`config.mk`:
```
export PLATFORM = sky130hd
export DESIGN_NAME = vga_sync
export DESIGN_NICKNAME = d
export VERILOG_FILES = /design/src/rtl/vga_sync.sv
export SDC_FILE = /design/constraint.sdc
export NUM_CORES = 1
export LEC_CHECK = 0
export CAP_MARGIN = 5
export CELL_PAD_IN_SITES_DETAIL_PLACEMENT = 1
export CELL_PAD_IN_SITES_GLOBAL_PLACEMENT = 1
export CORE_MARGIN = 4
export CORE_UTILIZATION = 38
export DETAILED_ROUTE_END_ITERATION = 10
export PLACE_DENSITY = 0.83
export SLEW_MARGIN = 40
export SYNTH_ARGS = -nofsm -noshare
export SYNTH_HDL_FRONTEND = slang
export SYNTH_SLANG_ARGS = --single-unit
```
`constraint.sdc`:
```
create_clock -name clk_25 -period 3 [get_ports clk_25]
set_input_delay 0.6 -clock clk_25 [delete_from_list [all_inputs] [get_ports clk_25]]
set_output_delay 0.6 -clock clk_25 [all_outputs]
set_load 0.03 [all_outputs]
```
`src/rtl/vga_sync.sv`:
```
// Scan-timing generator for a 640x480@60 VGA path. The counters start at the beginning of the sync pulse.
// Every output is registered from the next-count value, so it lines up with the h_count/v_count shown in the same cycle.
module vga_sync #(
    parameter int H_TOTAL     = 800,
    parameter int H_SYNC      = 96,
    parameter int H_VIS_START = 144,
    parameter int H_VIS_END   = 784,
    parameter int V_TOTAL     = 525,
    parameter int V_SYNC      = 2,
    parameter int V_VIS_START = 35,
    parameter int V_VIS_END   = 515,
    parameter bit SYNC_NEG    = 1'b1
) (
    input  logic       clk_25,
    input  logic       rst,
    output logic [9:0] h_count,
    output logic [9:0] v_count,
    output logic       hsync,
    output logic       vsync,
    output logic       video_on,
    output logic       line_start,
    output logic       frame_start,
    output logic [7:0] frame_count
);

    localparam logic [9:0] H_LAST  = 10'(H_TOTAL - 1);
    localparam logic [9:0] V_LAST  = 10'(V_TOTAL - 1);
    localparam logic [9:0] H_SYN   = 10'(H_SYNC);
    localparam logic [9:0] V_SYN   = 10'(V_SYNC);
    localparam logic [9:0] H_VIS_S = 10'(H_VIS_START);
    localparam logic [9:0] H_VIS_E = 10'(H_VIS_END);
    localparam logic [9:0] V_VIS_S = 10'(V_VIS_START);
    localparam logic [9:0] V_VIS_E = 10'(V_VIS_END);

    logic [9:0] h_reg, v_reg, h_next, v_next;
    logic       h_wrap, v_wrap;
    logic       hsync_reg, vsync_reg, video_on_reg, line_start_reg, frame_start_reg;
    logic [7:0] frame_count_reg;

    always_comb begin
        h_wrap = (h_reg == H_LAST);
        v_wrap = h_wrap && (v_reg == V_LAST);
        h_next = h_wrap ? 10'd0 : h_reg + 10'd1;
        v_next = v_reg;
        if (v_wrap) begin
            v_next = 10'd0;
        end else if (h_wrap) begin
            v_next = v_reg + 10'd1;
        end
    end

    // XOR with SYNC_NEG turns "inside the sync window" into the pin level.
    always_ff @(posedge clk_25) begin
        if (rst) begin
            h_reg           <= 10'd0;
            v_reg           <= 10'd0;
            hsync_reg       <= ~SYNC_NEG;
            vsync_reg       <= ~SYNC_NEG;
            video_on_reg    <= 1'b0;
            line_start_reg  <= 1'b0;
            frame_start_reg <= 1'b0;
            frame_count_reg <= 8'd0;
        end else begin
            h_reg           <= h_next;
            v_reg           <= v_next;
            hsync_reg       <= (h_next < H_SYN) ^ SYNC_NEG;
            vsync_reg       <= (v_next < V_SYN) ^ SYNC_NEG;
            video_on_reg    <= (h_next >= H_VIS_S) && (h_next < H_VIS_E) &&
                               (v_next >= V_VIS_S) && (v_next < V_VIS_E);
            line_start_reg  <= h_wrap;
            frame_start_reg <= v_wrap;
            if (v_wrap) begin
                frame_count_reg <= frame_count_reg + 8'd1;
            end
        end
    end

    assign h_count     = h_reg;
    assign v_count     = v_reg;
    assign hsync       = hsync_reg;
    assign vsync       = vsync_reg;
    assign video_on    = video_on_reg;
    assign line_start  = line_start_reg;
    assign frame_start = frame_start_reg;
    assign frame_count = frame_count_reg;

endmodule
```
==> impl_metrics.env, run 1 <==
export IMPL_synth_distinct_cells=51
export IMPL_synth_top_flop_cell="sky130_fd_sc_hd__dfxtp_1"
export IMPL_cts_resized=0
export IMPL_routed_via_density=5.63
export IMPL_coreArea_um2=4440
export IMPL_crit_path_start="h_count[0]$_SDFF_PP0_"
export IMPL_vdd_ir_drop_max_v=0.000295
export IMPL_synth_top_cell_area_share_pct=37.3
export IMPL_cell_count_final_fillers_out=294
export IMPL_synth_nets=213
export IMPL_initial_utilization_pct=39.8
export IMPL_nFillCells=535
export IMPL_hold_end="frame_count[1]$_SDFFE_PP0P_"
export IMPL_cpLargestDelayFamily="simple AND/OR/NAND/NOR gates"
export IMPL_grt_max_degree=32
export IMPL_post_synth_inst_count=206
export IMPL_areaGrowthSynthToFinish_pct=26.9
export IMPL_path_class_of_the_lowest_slack_min_delay_path="reg2reg"
export IMPL_number_of_global_route_vias_before_repair=1743
export IMPL_cell_count_after_placement=286
export IMPL_clockRootBuffer="sky130_fd_sc_hd__clkbuf_8"
export IMPL_timing_rr_start="h_count[0]$_SDFF_PP0_"
export IMPL_finalSetupViolCount=0
export IMPL_achievable_clock_frequency_ghz=0.369
export IMPL_static_leakage_power_uw=0.000757
export IMPL_drcViolationCount=0
export IMPL_diodes=0
export IMPL_cts_max_path_buffers=2
export IMPL_syn_area_um2=1770
export IMPL_clk_latency_ns=0.30
export IMPL_die_h_um=76.3
export IMPL_worstSetupPathType="reg2reg"
export IMPL_arrival_ns=2.94
export IMPL_synth_area_leader_cell="sky130_fd_sc_hd__dfxtp_1"
export IMPL_netlist_top_cells_count="sky130_fd_sc_hd__dfxtp_1 (33), sky130_fd_sc_hd__nor2_1 (30), sky130_fd_sc_hd__nand2_1 (15)"
export IMPL_worst_r2r_setup_slack_ns=0.29
export IMPL_max_stage_delay_ns=0.54
export IMPL_share_of_final_layout_standard_cells_stronger_than_drive_strength_1_pct=9.50
export IMPL_cp_required_ns=3.23
export IMPL_hold_path_startpoint="frame_count[1]$_SDFFE_PP0P_"
export IMPL_ys_async_sr_fraction_pct=0
export IMPL_synthesis_yosys_warnings=0
export IMPL_path_buf_inv=0
export IMPL_most_area_consuming_cells_after_synthesis="sky130_fd_sc_hd__dfxtp_1 (37%), sky130_fd_sc_hd__nor2_1 (6.4%), sky130_fd_sc_hd__xnor2_1 (4.9%), sky130_fd_sc_hd__xor2_1 (4.9%), sky130_fd_sc_hd__ha_1 (3.5%)"
export IMPL_cts_buffers=5
export IMPL_clkSlewWorstSetupHoldPaths_ns=0.07
export IMPL_relSlewSlack_pct=63.6
export IMPL_postCtsSetupBuffers=0
export IMPL_final_skew_ns=0.00888
export IMPL_slowest_cell_on_crit_path="sky130_fd_sc_hd__or4_4"
export IMPL_synth_most_common_cell="sky130_fd_sc_hd__dfxtp_1"
export IMPL_fin_setup_tns_ns=0
export IMPL_io_pins=35
export IMPL_timing_critical_path_depth=7
export IMPL_finalNetCount=248
export IMPL_number_of_slew_limit_violations_in_the_final_report=0
export IMPL_row_count=24
export IMPL_drt_pass1_iterations=4
export IMPL_path_max_fanout=6
export IMPL_number_of_i_o_port_buffers=34
export IMPL_tritoncts="built"
export IMPL_cts_htree_levels=2
export IMPL_design_die_area_um2=5810
export IMPL_outcome="finished clean"
export IMPL_ys_seq_area_share_pct=37.3
export IMPL_antenna_found_initial=0
export IMPL_synthesis_area_per_instance_um2=8.59
export IMPL_number_of_synthesized_flops_with_an_enable_pin=0
export IMPL_drtIter0Drc=72
export IMPL_post_layout_total_power_uw=840
export IMPL_final_hold_viol_count=0
export IMPL_gr_usage_all_layers_pct=17.6
export IMPL_yosys_register_bits=33
export IMPL_post_route_period_util_pct=90.3
export IMPL_r2r_end="video_on$_SDFF_PP0_"
export IMPL_max_cap_violations=0
export IMPL_hpwlAfterDp_um=3470
export IMPL_worstPathCellList="ha_1 -> and4_1 -> nand3_2 -> o21a_1 -> or4_4 -> or4_1 -> a32oi_1"
export IMPL_rr_worst_depth=7
export IMPL_routedWlPerCell_um=16.1
export IMPL_worst_setup_path_end_kind="flop"
export IMPL_multi_input_comb_area_um2=1040
export IMPL_power_density_nw_per_um2=374
export IMPL_clock_sinks=33
export IMPL_worst_slew_pin_transition_ns=0.544
export IMPL_grt_overflow_total=0
export IMPL_grt_first_pass_wirelength_um=8250
export IMPL_routabilityCongestion=0.820
export IMPL_sequential_cell_area_um2=661
export IMPL_post_cts_hold_buffer_count=0
export IMPL_via_count=1656
export IMPL_fp_dieW_um=76.3
export IMPL_final_period_minus_worst_setup_slack_ns=2.71
export IMPL_totalWireLength_um=4720
export IMPL_unrepaired_setup_endpoints_after_global_routing="false"
export IMPL_hold_depth=2
export IMPL_critPathLaunchType="flop"
export IMPL_ant_nets=0
[layout make-up]
type | count | share of cell area, %
Clock buffer | 5 | 3.06
Inverter | 5 | 0.836
Timing Repair Buffer | 38 | 16.5
Sequential cell | 33 | 29.4
Clock inverter | 3 | 0.780
Multi-Input combinational cell | 158 | 46.5
Tap cell | 52 | 2.90
[layer usage]
metal	vias up	global-route usage, %	routed length (µm)
met3	8	4.02	115
met2	26	29.5	2320
li1	811	-	-
met4	0	7.79	89
met1	811	21.5	2190
met5	-	0	0
[tightest hold or removal path, cell delays in order (launching register included)]
cell and delay [ns]:
sky130_fd_sc_hd__dfxtp_1 0.35, sky130_fd_sc_hd__nand2_1 0.06, sky130_fd_sc_hd__a21oi_1 0.05
[cells by family (layout without fill, tap and decap cells)]
kind of cell | count (synthesis) | count (layout) | share of synthesized area, %
mux | 4 | 4 | 2.40
xor+xnor | 20 | 20 | 9.89
simple gates | 103 | 103 | 31.6
compound gates | 26 | 26 | 11.5
flops | 33 | 33 | 37.3
buf+inv | 15 | 51 | 3.75
fa+ha+maj | 5 | 5 | 3.53
[per-stage QoR]
stage | util, % | hold slack, ns | worst slack, ns | cell area, µm²
after floorplan | - | 0.605 | 0.251 | 1770
after global placement | 48.6 | 0.491 | 0.379 | 2160
after detailed placement | 48.6 | 0.493 | 0.306 | 2160
after CTS | 50.5 | 0.507 | 0.283 | 2240
after global routing | 50.5 | 0.543 | 0.0608 | 2250
final | 50.5 | 0.507 | 0.291 | 2250
[how the worst max path moves through the flow]
| stage | endpoint | slack, ns |
|---|---|---|
| 2_1_floorplan | video_on$_SDFF_PP0_ | 0.25 |
| 5_1_grt | video_on$_SDFF_PP0_ | 0.06 |
| 3_3_place_gp | video_on$_SDFF_PP0_ | 0.38 |
| 3_5_place_dp | video_on$_SDFF_PP0_ | 0.31 |
| 6_report | video_on$_SDFF_PP0_ | 0.29 |
| 4_1_cts | video_on$_SDFF_PP0_ | 0.28 |
[cell usage in the layout (no fill, tap or decap), types with 4 or more instances in the layout]
cell                              synthesis  final
sky130_fd_sc_hd__ha_1                     5      5
sky130_fd_sc_hd__xnor2_1                 10     10
sky130_fd_sc_hd__nor4_1                   5      5
sky130_fd_sc_hd__nand3_1                 12     12
sky130_fd_sc_hd__xor2_1                  10     10
sky130_fd_sc_hd__nand4_1                  5      5
sky130_fd_sc_hd__clkbuf_8                 0      5
sky130_fd_sc_hd__nor3_1                  10     10
sky130_fd_sc_hd__nor2_1                  30     30
sky130_fd_sc_hd__inv_1                    5      5
sky130_fd_sc_hd__and3_1                   5      5
sky130_fd_sc_hd__buf_4                    0      4
sky130_fd_sc_hd__o21ai_0                  4      4
sky130_fd_sc_hd__nand2_1                 15     15
sky130_fd_sc_hd__dfxtp_1                 33     33
sky130_fd_sc_hd__clkdlybuf4s50_1          0     34
[power breakdown]
part           switching [µW]  internal (µW)
Combinational            29.2           23.4
Sequential               9.95            444
Clock                     174            160
Total                     213            627
Power figures use the tool's default switching activity.
==> run 2, diff against run 1 <==
--- a/config.mk
+++ b/config.mk
@@ -12,6 +12,7 @@
 export CORE_UTILIZATION = 38
 export DETAILED_ROUTE_END_ITERATION = 10
 export PLACE_DENSITY = 0.83
+export RECOVER_POWER = 25
 export SLEW_MARGIN = 40
 export SYNTH_ARGS = -nofsm -noshare
 export SYNTH_HDL_FRONTEND = slang
==> impl_metrics.env, run 2 (synthesis results as in run 1) <==
export IMPL_final_skew_ns=0.00887
export IMPL_hpwlAfterDp_um=3470
export IMPL_unrepaired_setup_endpoints_after_global_routing="false"
export IMPL_grt_overflow_total=0
export IMPL_path_class_of_the_lowest_slack_min_delay_path="reg2reg"
export IMPL_final_period_minus_worst_setup_slack_ns=2.71
export IMPL_cp_required_ns=3.23
export IMPL_drtIter0Drc=70
export IMPL_number_of_i_o_port_buffers=34
export IMPL_design_die_area_um2=5810
export IMPL_via_count=1656
export IMPL_routed_via_density=5.63
export IMPL_number_of_global_route_vias_before_repair=1743
export IMPL_drt_pass1_iterations=4
export IMPL_arrival_ns=2.94
export IMPL_cts_resized=0
export IMPL_most_common_layout_cells="sky130_fd_sc_hd__dfxtp_1 (33), sky130_fd_sc_hd__nor2_1 (30), sky130_fd_sc_hd__clkdlybuf4s50_1 (29), sky130_fd_sc_hd__nand2_1 (15), sky130_fd_sc_hd__nand3_1 (12)"
export IMPL_initial_utilization_pct=39.8
export IMPL_grt_max_degree=32
export IMPL_relSlewSlack_pct=9.69
export IMPL_power_frac_comb_pct=6.1
export IMPL_path_max_fanout=6
export IMPL_finalSetupViolCount=0
export IMPL_clock_sinks=33
export IMPL_postCtsSetupBuffers=0
export IMPL_number_of_slew_limit_violations_in_the_final_report=0
export IMPL_clkSlewWorstSetupHoldPaths_ns=0.07
export IMPL_post_cts_hold_buffer_count=0
export IMPL_die_h_um=76.3
export IMPL_power_density_nw_per_um2=374
export IMPL_outcome="finished clean"
export IMPL_p_int_uw=626
export IMPL_fin_setup_tns_ns=0
export IMPL_drcViolationCount=0
export IMPL_worst_slew_pin_transition_ns=1.35
export IMPL_max_stage_delay_ns=0.54
export IMPL_nFillCells=535
export IMPL_coreArea_um2=4440
export IMPL_worst_setup_path_end_kind="flop"
export IMPL_finish_instance_area_um2=2240
export IMPL_placedInstanceArea_um2=2160
export IMPL_cell_count_after_placement=286
export IMPL_post_route_period_util_pct=90.3
export IMPL_cts_max_path_buffers=2
export IMPL_clockRootBuffer="sky130_fd_sc_hd__clkbuf_8"
export IMPL_share_of_final_layout_standard_cells_stronger_than_drive_strength_1_pct=9.09
export IMPL_gr_usage_all_layers_pct=17.6
export IMPL_diodes=0
export IMPL_cell_count_final_fillers_out=294
export IMPL_vdd_ir_drop_max_v=0.000295
export IMPL_io_pins=35
export IMPL_cts_htree_levels=2
export IMPL_row_count=24
export IMPL_worstSetupPathType="reg2reg"
export IMPL_routedWlPerCell_um=16.1
export IMPL_static_leakage_power_uw=0.000767
export IMPL_antenna_found_initial=0
export IMPL_worstPathCellList="ha_1 -> and4_1 -> nand3_2 -> o21a_1 -> or4_4 -> or4_1 -> a32oi_1"
export IMPL_slowest_cell_on_crit_path="sky130_fd_sc_hd__or4_4"
export IMPL_areaGrowthSynthToFinish_pct=26.6
export IMPL_layout_commonest_cell="sky130_fd_sc_hd__dfxtp_1"
export IMPL_ant_nets=0
export IMPL_achievable_clock_frequency_ghz=0.369
export IMPL_final_util_pct=50.5
export IMPL_totalWireLength_um=4720
export IMPL_power_spent_charging_and_discharging_nets_uw=213
export IMPL_fp_dieW_um=76.3
export IMPL_power_frac_clock_pct=39.8
export IMPL_clk_latency_ns=0.30
export IMPL_max_cap_violations=0
export IMPL_final_hold_viol_count=0
export IMPL_finalNetCount=248
export IMPL_grt_first_pass_wirelength_um=8250
export IMPL_tritoncts="built"
export IMPL_critPathLaunchType="flop"
export IMPL_swShare_pct=25.4
export IMPL_cts_buffers=5
export IMPL_routabilityCongestion=0.820
export IMPL_power_sequential_fraction_pct=54.1
run 2: path summary, 6_finish.rpt:
kind	cells after the start	endpoint	start	slack, ns
setup reg to reg	7	video_on$_SDFF_PP0_	h_count[0]$_SDFF_PP0_	0.29
setup / recovery	7	video_on$_SDFF_PP0_	h_count[0]$_SDFF_PP0_	0.29
hold / removal	2	frame_count[1]$_SDFFE_PP0P_	frame_count[1]$_SDFFE_PP0P_	0.51
hold reg to reg	2	frame_count[1]$_SDFFE_PP0P_	frame_count[1]$_SDFFE_PP0P_	0.51
run 2: power groups by stage:
stage	Clock (µW)	Sequential, µW	Combinational, µW
2_1_floorplan	0	471	25.7
3_3_place_gp	0	463	52.9
3_5_place_dp	0	464	53.2
4_1_cts	345	454	53.5
5_1_grt	370	456	55.6
6_report	334	454	51.2
run 2: critical path, delay by kind of cell (launching register included):
family | cells | cell delay [ns]
simple gates | 4 | 1.54
fa+ha+maj | 1 | 0.26
flops | 1 | 0.42
compound gates | 2 | 0.43
run 2: through the flow:
stage | worst slack [ns] | hold slack, ns | power (µW)
2_1_floorplan | 0.251 | 0.605 | 497
3_3_place_gp | 0.379 | 0.491 | 516
3_5_place_dp | 0.306 | 0.493 | 517
4_1_cts | 0.283 | 0.507 | 852
5_1_grt | 0.0608 | 0.543 | 881
6_report | 0.290 | 0.507 | 839
run 2: area by class of cell:
class                   instances  area [µm²]  area share [%]
clock buffers                   5        68.8            3.07
inverters                       5        18.8           0.837
multi-input cells             158        1040            46.6
well taps                      52        65.1            2.90
repair buffers                 38         367            16.4
flip-flops and latches         33         661            29.5
clock inverters                 3        17.5           0.781
run 2: per-layer routing:
layer  wire [µm]  GRT usage (%)  vias to the layer above
li1            -              -                      811
met4          89           7.79                        0
met1        2190           21.5                      811
met2        2320           29.5                       26
met3         115           4.02                        8
met5           0              0                        -
==> run 3, diff against run 2 <==
--- a/config.mk
+++ b/config.mk
@@ -13,6 +13,7 @@
 export DETAILED_ROUTE_END_ITERATION = 10
 export PLACE_DENSITY = 0.83
 export RECOVER_POWER = 25
+export SETUP_SLACK_MARGIN = 0.2
 export SLEW_MARGIN = 40
 export SYNTH_ARGS = -nofsm -noshare
 export SYNTH_HDL_FRONTEND = slang
==> impl_metrics.env, run 3 (synthesis results as in run 1) <==
export IMPL_outcome="finished clean"
export IMPL_fin_setup_tns_ns=0
export IMPL_grt_overflow_total=0
export IMPL_totalWireLength_um=4730
export IMPL_drcViolationCount=0
export IMPL_drt_pass1_iterations=4
export IMPL_dr_max_layer_used="met4"
export IMPL_nFillCells=533
export IMPL_unrepaired_setup_endpoints_after_global_routing="false"
export IMPL_cts_max_path_buffers=2
export IMPL_vdd_ir_drop_max_v=0.000295
export IMPL_final_period_minus_worst_setup_slack_ns=2.63
export IMPL_io_pins=35
export IMPL_final_critical_path_setup_slack_ns=0.369
export IMPL_gr_usage_all_layers_pct=17.6
export IMPL_row_count=24
export IMPL_via_count=1656
export IMPL_path_class_of_the_lowest_slack_min_delay_path="reg2reg"
export IMPL_power_spent_charging_and_discharging_nets_uw=213
export IMPL_final_skew_ns=0.00899
export IMPL_clk_latency_ns=0.30
export IMPL_m1WireLength_um=2240
export IMPL_power_density_nw_per_um2=373
export IMPL_power_sequential_fraction_pct=54.1
export IMPL_hold_path_startpoint="h_count[0]$_SDFF_PP0_"
export IMPL_swShare_pct=25.4
export IMPL_fp_dieW_um=76.3
export IMPL_postCtsSetupBuffers=0
export IMPL_share_of_final_layout_standard_cells_stronger_than_drive_strength_1_pct=10.7
export IMPL_worst_r2r_setup_slack_ns=0.37
export IMPL_routed_via_density=5.63
export IMPL_coreArea_um2=4440
export IMPL_diodes=0
export IMPL_met2_length_um=2280
export IMPL_finalSetupViolCount=0
export IMPL_final_hold_viol_count=0
export IMPL_initial_utilization_pct=39.8
export IMPL_rr_worst_depth=7
export IMPL_p_int_uw=627
export IMPL_areaGrowthSynthToFinish_pct=27.3
export IMPL_finalNetCount=248
export IMPL_pre_cts_ws_ns=0.306
export IMPL_worst_setup_path_end_kind="flop"
export IMPL_grt_max_degree=32
export IMPL_clock_sinks=33
export IMPL_ant_nets=0
export IMPL_hold_depth=1
export IMPL_routabilityCongestion=0.820
export IMPL_tritoncts="built"
export IMPL_arrival_ns=2.86
export IMPL_number_of_slew_limit_violations_in_the_final_report=0
export IMPL_number_of_i_o_port_buffers=34
export IMPL_relSlewSlack_pct=9.11
export IMPL_static_leakage_power_uw=0.000759
export IMPL_path_max_fanout=5
export IMPL_antenna_found_initial=0
export IMPL_critPathLaunchType="flop"
export IMPL_max_cap_violations=0
export IMPL_drtIter0Drc=68
export IMPL_most_common_layout_cells="sky130_fd_sc_hd__dfxtp_1 (32), sky130_fd_sc_hd__clkdlybuf4s50_1 (31), sky130_fd_sc_hd__nor2_1 (30), sky130_fd_sc_hd__nand2_1 (15), sky130_fd_sc_hd__nand3_1 (12)"
export IMPL_clockRootBuffer="sky130_fd_sc_hd__clkbuf_8"
export IMPL_achievable_clock_frequency_ghz=0.380
export IMPL_die_h_um=76.3
export IMPL_grt_first_pass_wirelength_um=8250
export IMPL_post_route_period_util_pct=87.7
export IMPL_worstSetupPathType="reg2reg"
export IMPL_power_frac_clock_pct=39.7
export IMPL_worst_slew_pin_transition_ns=1.36
export IMPL_clkSlewWorstSetupHoldPaths_ns=0.07
export IMPL_post_cts_hold_buffer_count=0
export IMPL_cts_buffers=5
export IMPL_layout_commonest_cell="sky130_fd_sc_hd__dfxtp_1"
export IMPL_met3_length_um=126
export IMPL_crit_path_start="h_count[1]$_SDFF_PP0_"
export IMPL_hpwlAfterDp_um=3470
export IMPL_r2r_end="video_on$_SDFF_PP0_"
export IMPL_routedWlPerCell_um=16.1
export IMPL_cp_required_ns=3.23
export IMPL_cts_htree_levels=2
export IMPL_crit_path_end="video_on$_SDFF_PP0_"
export IMPL_design_die_area_um2=5810
export IMPL_number_of_global_route_vias_before_repair=1743
export IMPL_power_frac_comb_pct=6.2
export IMPL_timing_rr_start="h_count[1]$_SDFF_PP0_"
[run 3: cell types whose count changed in the layout (fill, tap and decap cells not counted), sizes merged]
| cell | previous run | this run |
|---|---|---|
| dlygate4sd3 | 5 | 3 |
| clkdlybuf4s50 | 29 | 31 |
[run 3: timing repair]
item	in CTS	in global routing
endpoints found under the hold margin	0	0
setup endpoints to repair	0	1
gates resized for setup	0	4
[run 3: power by group through the flow]
stage,combinational [µW],sequential (µW),clock (µW)
after floorplan,25.7,471,0
after global placement,52.9,463,0
after detailed placement,53.2,464,0
after CTS,53.5,454,345
after global routing,56.3,456,370
final,51.9,454,334
[run 3: worst min path at each step]
stage                                       end  slack, ns
detailed placement  frame_count[1]$_SDFFE_PP0P_       0.49
global route              h_count[0]$_SDFF_PP0_       0.53
CTS                 frame_count[1]$_SDFFE_PP0P_       0.51
finish                    h_count[0]$_SDFF_PP0_       0.49
floorplan           frame_count[1]$_SDFFE_PP0P_       0.61
global placement    frame_count[1]$_SDFFE_PP0P_       0.49
[run 3: layout make-up]
type                            instances  area, µm²  share of cell area (%)
Clock inverter                          3       17.5                   0.777
Tap cell                               52       65.1                    2.89
Clock buffer                            5       68.8                    3.05
Multi-Input combinational cell        158       1050                    46.8
Inverter                                5       18.8                   0.833
Timing Repair Buffer                   38        367                    16.3
Sequential cell                        33        662                    29.4
[run 3: worst max-delay path, cell delays in order (launching register included)]
cell	delay, ns
sky130_fd_sc_hd__dfxtp_1	0.40
sky130_fd_sc_hd__ha_2	0.24
sky130_fd_sc_hd__and4_2	0.30
sky130_fd_sc_hd__nand3_2	0.15
sky130_fd_sc_hd__o21a_1	0.24
sky130_fd_sc_hd__or4_4	0.54
sky130_fd_sc_hd__or4_1	0.51
sky130_fd_sc_hd__a32oi_1	0.19
[run 3: routing by layer]
layer  track usage [%]  vias to the layer above
met5                 0                        -
met4              7.79                        0
met3              4.02                        8
met2              29.5                       30
met1              21.5                      810
li1                  -                      808
[run 3: through the flow]
step | area [µm²] | instances | util [%] | total power (µW) | hold slack, ns
after floorplan | 1770 | 206 | - | 497 | 0.605
after global placement | 2160 | 286 | 48.6 | 516 | 0.491
after detailed placement | 2160 | 286 | 48.6 | 517 | 0.493
after CTS | 2240 | 294 | 50.5 | 852 | 0.507
after global routing | 2250 | 294 | 50.7 | 882 | 0.527
final | 2250 | 294 | 50.7 | 840 | 0.486
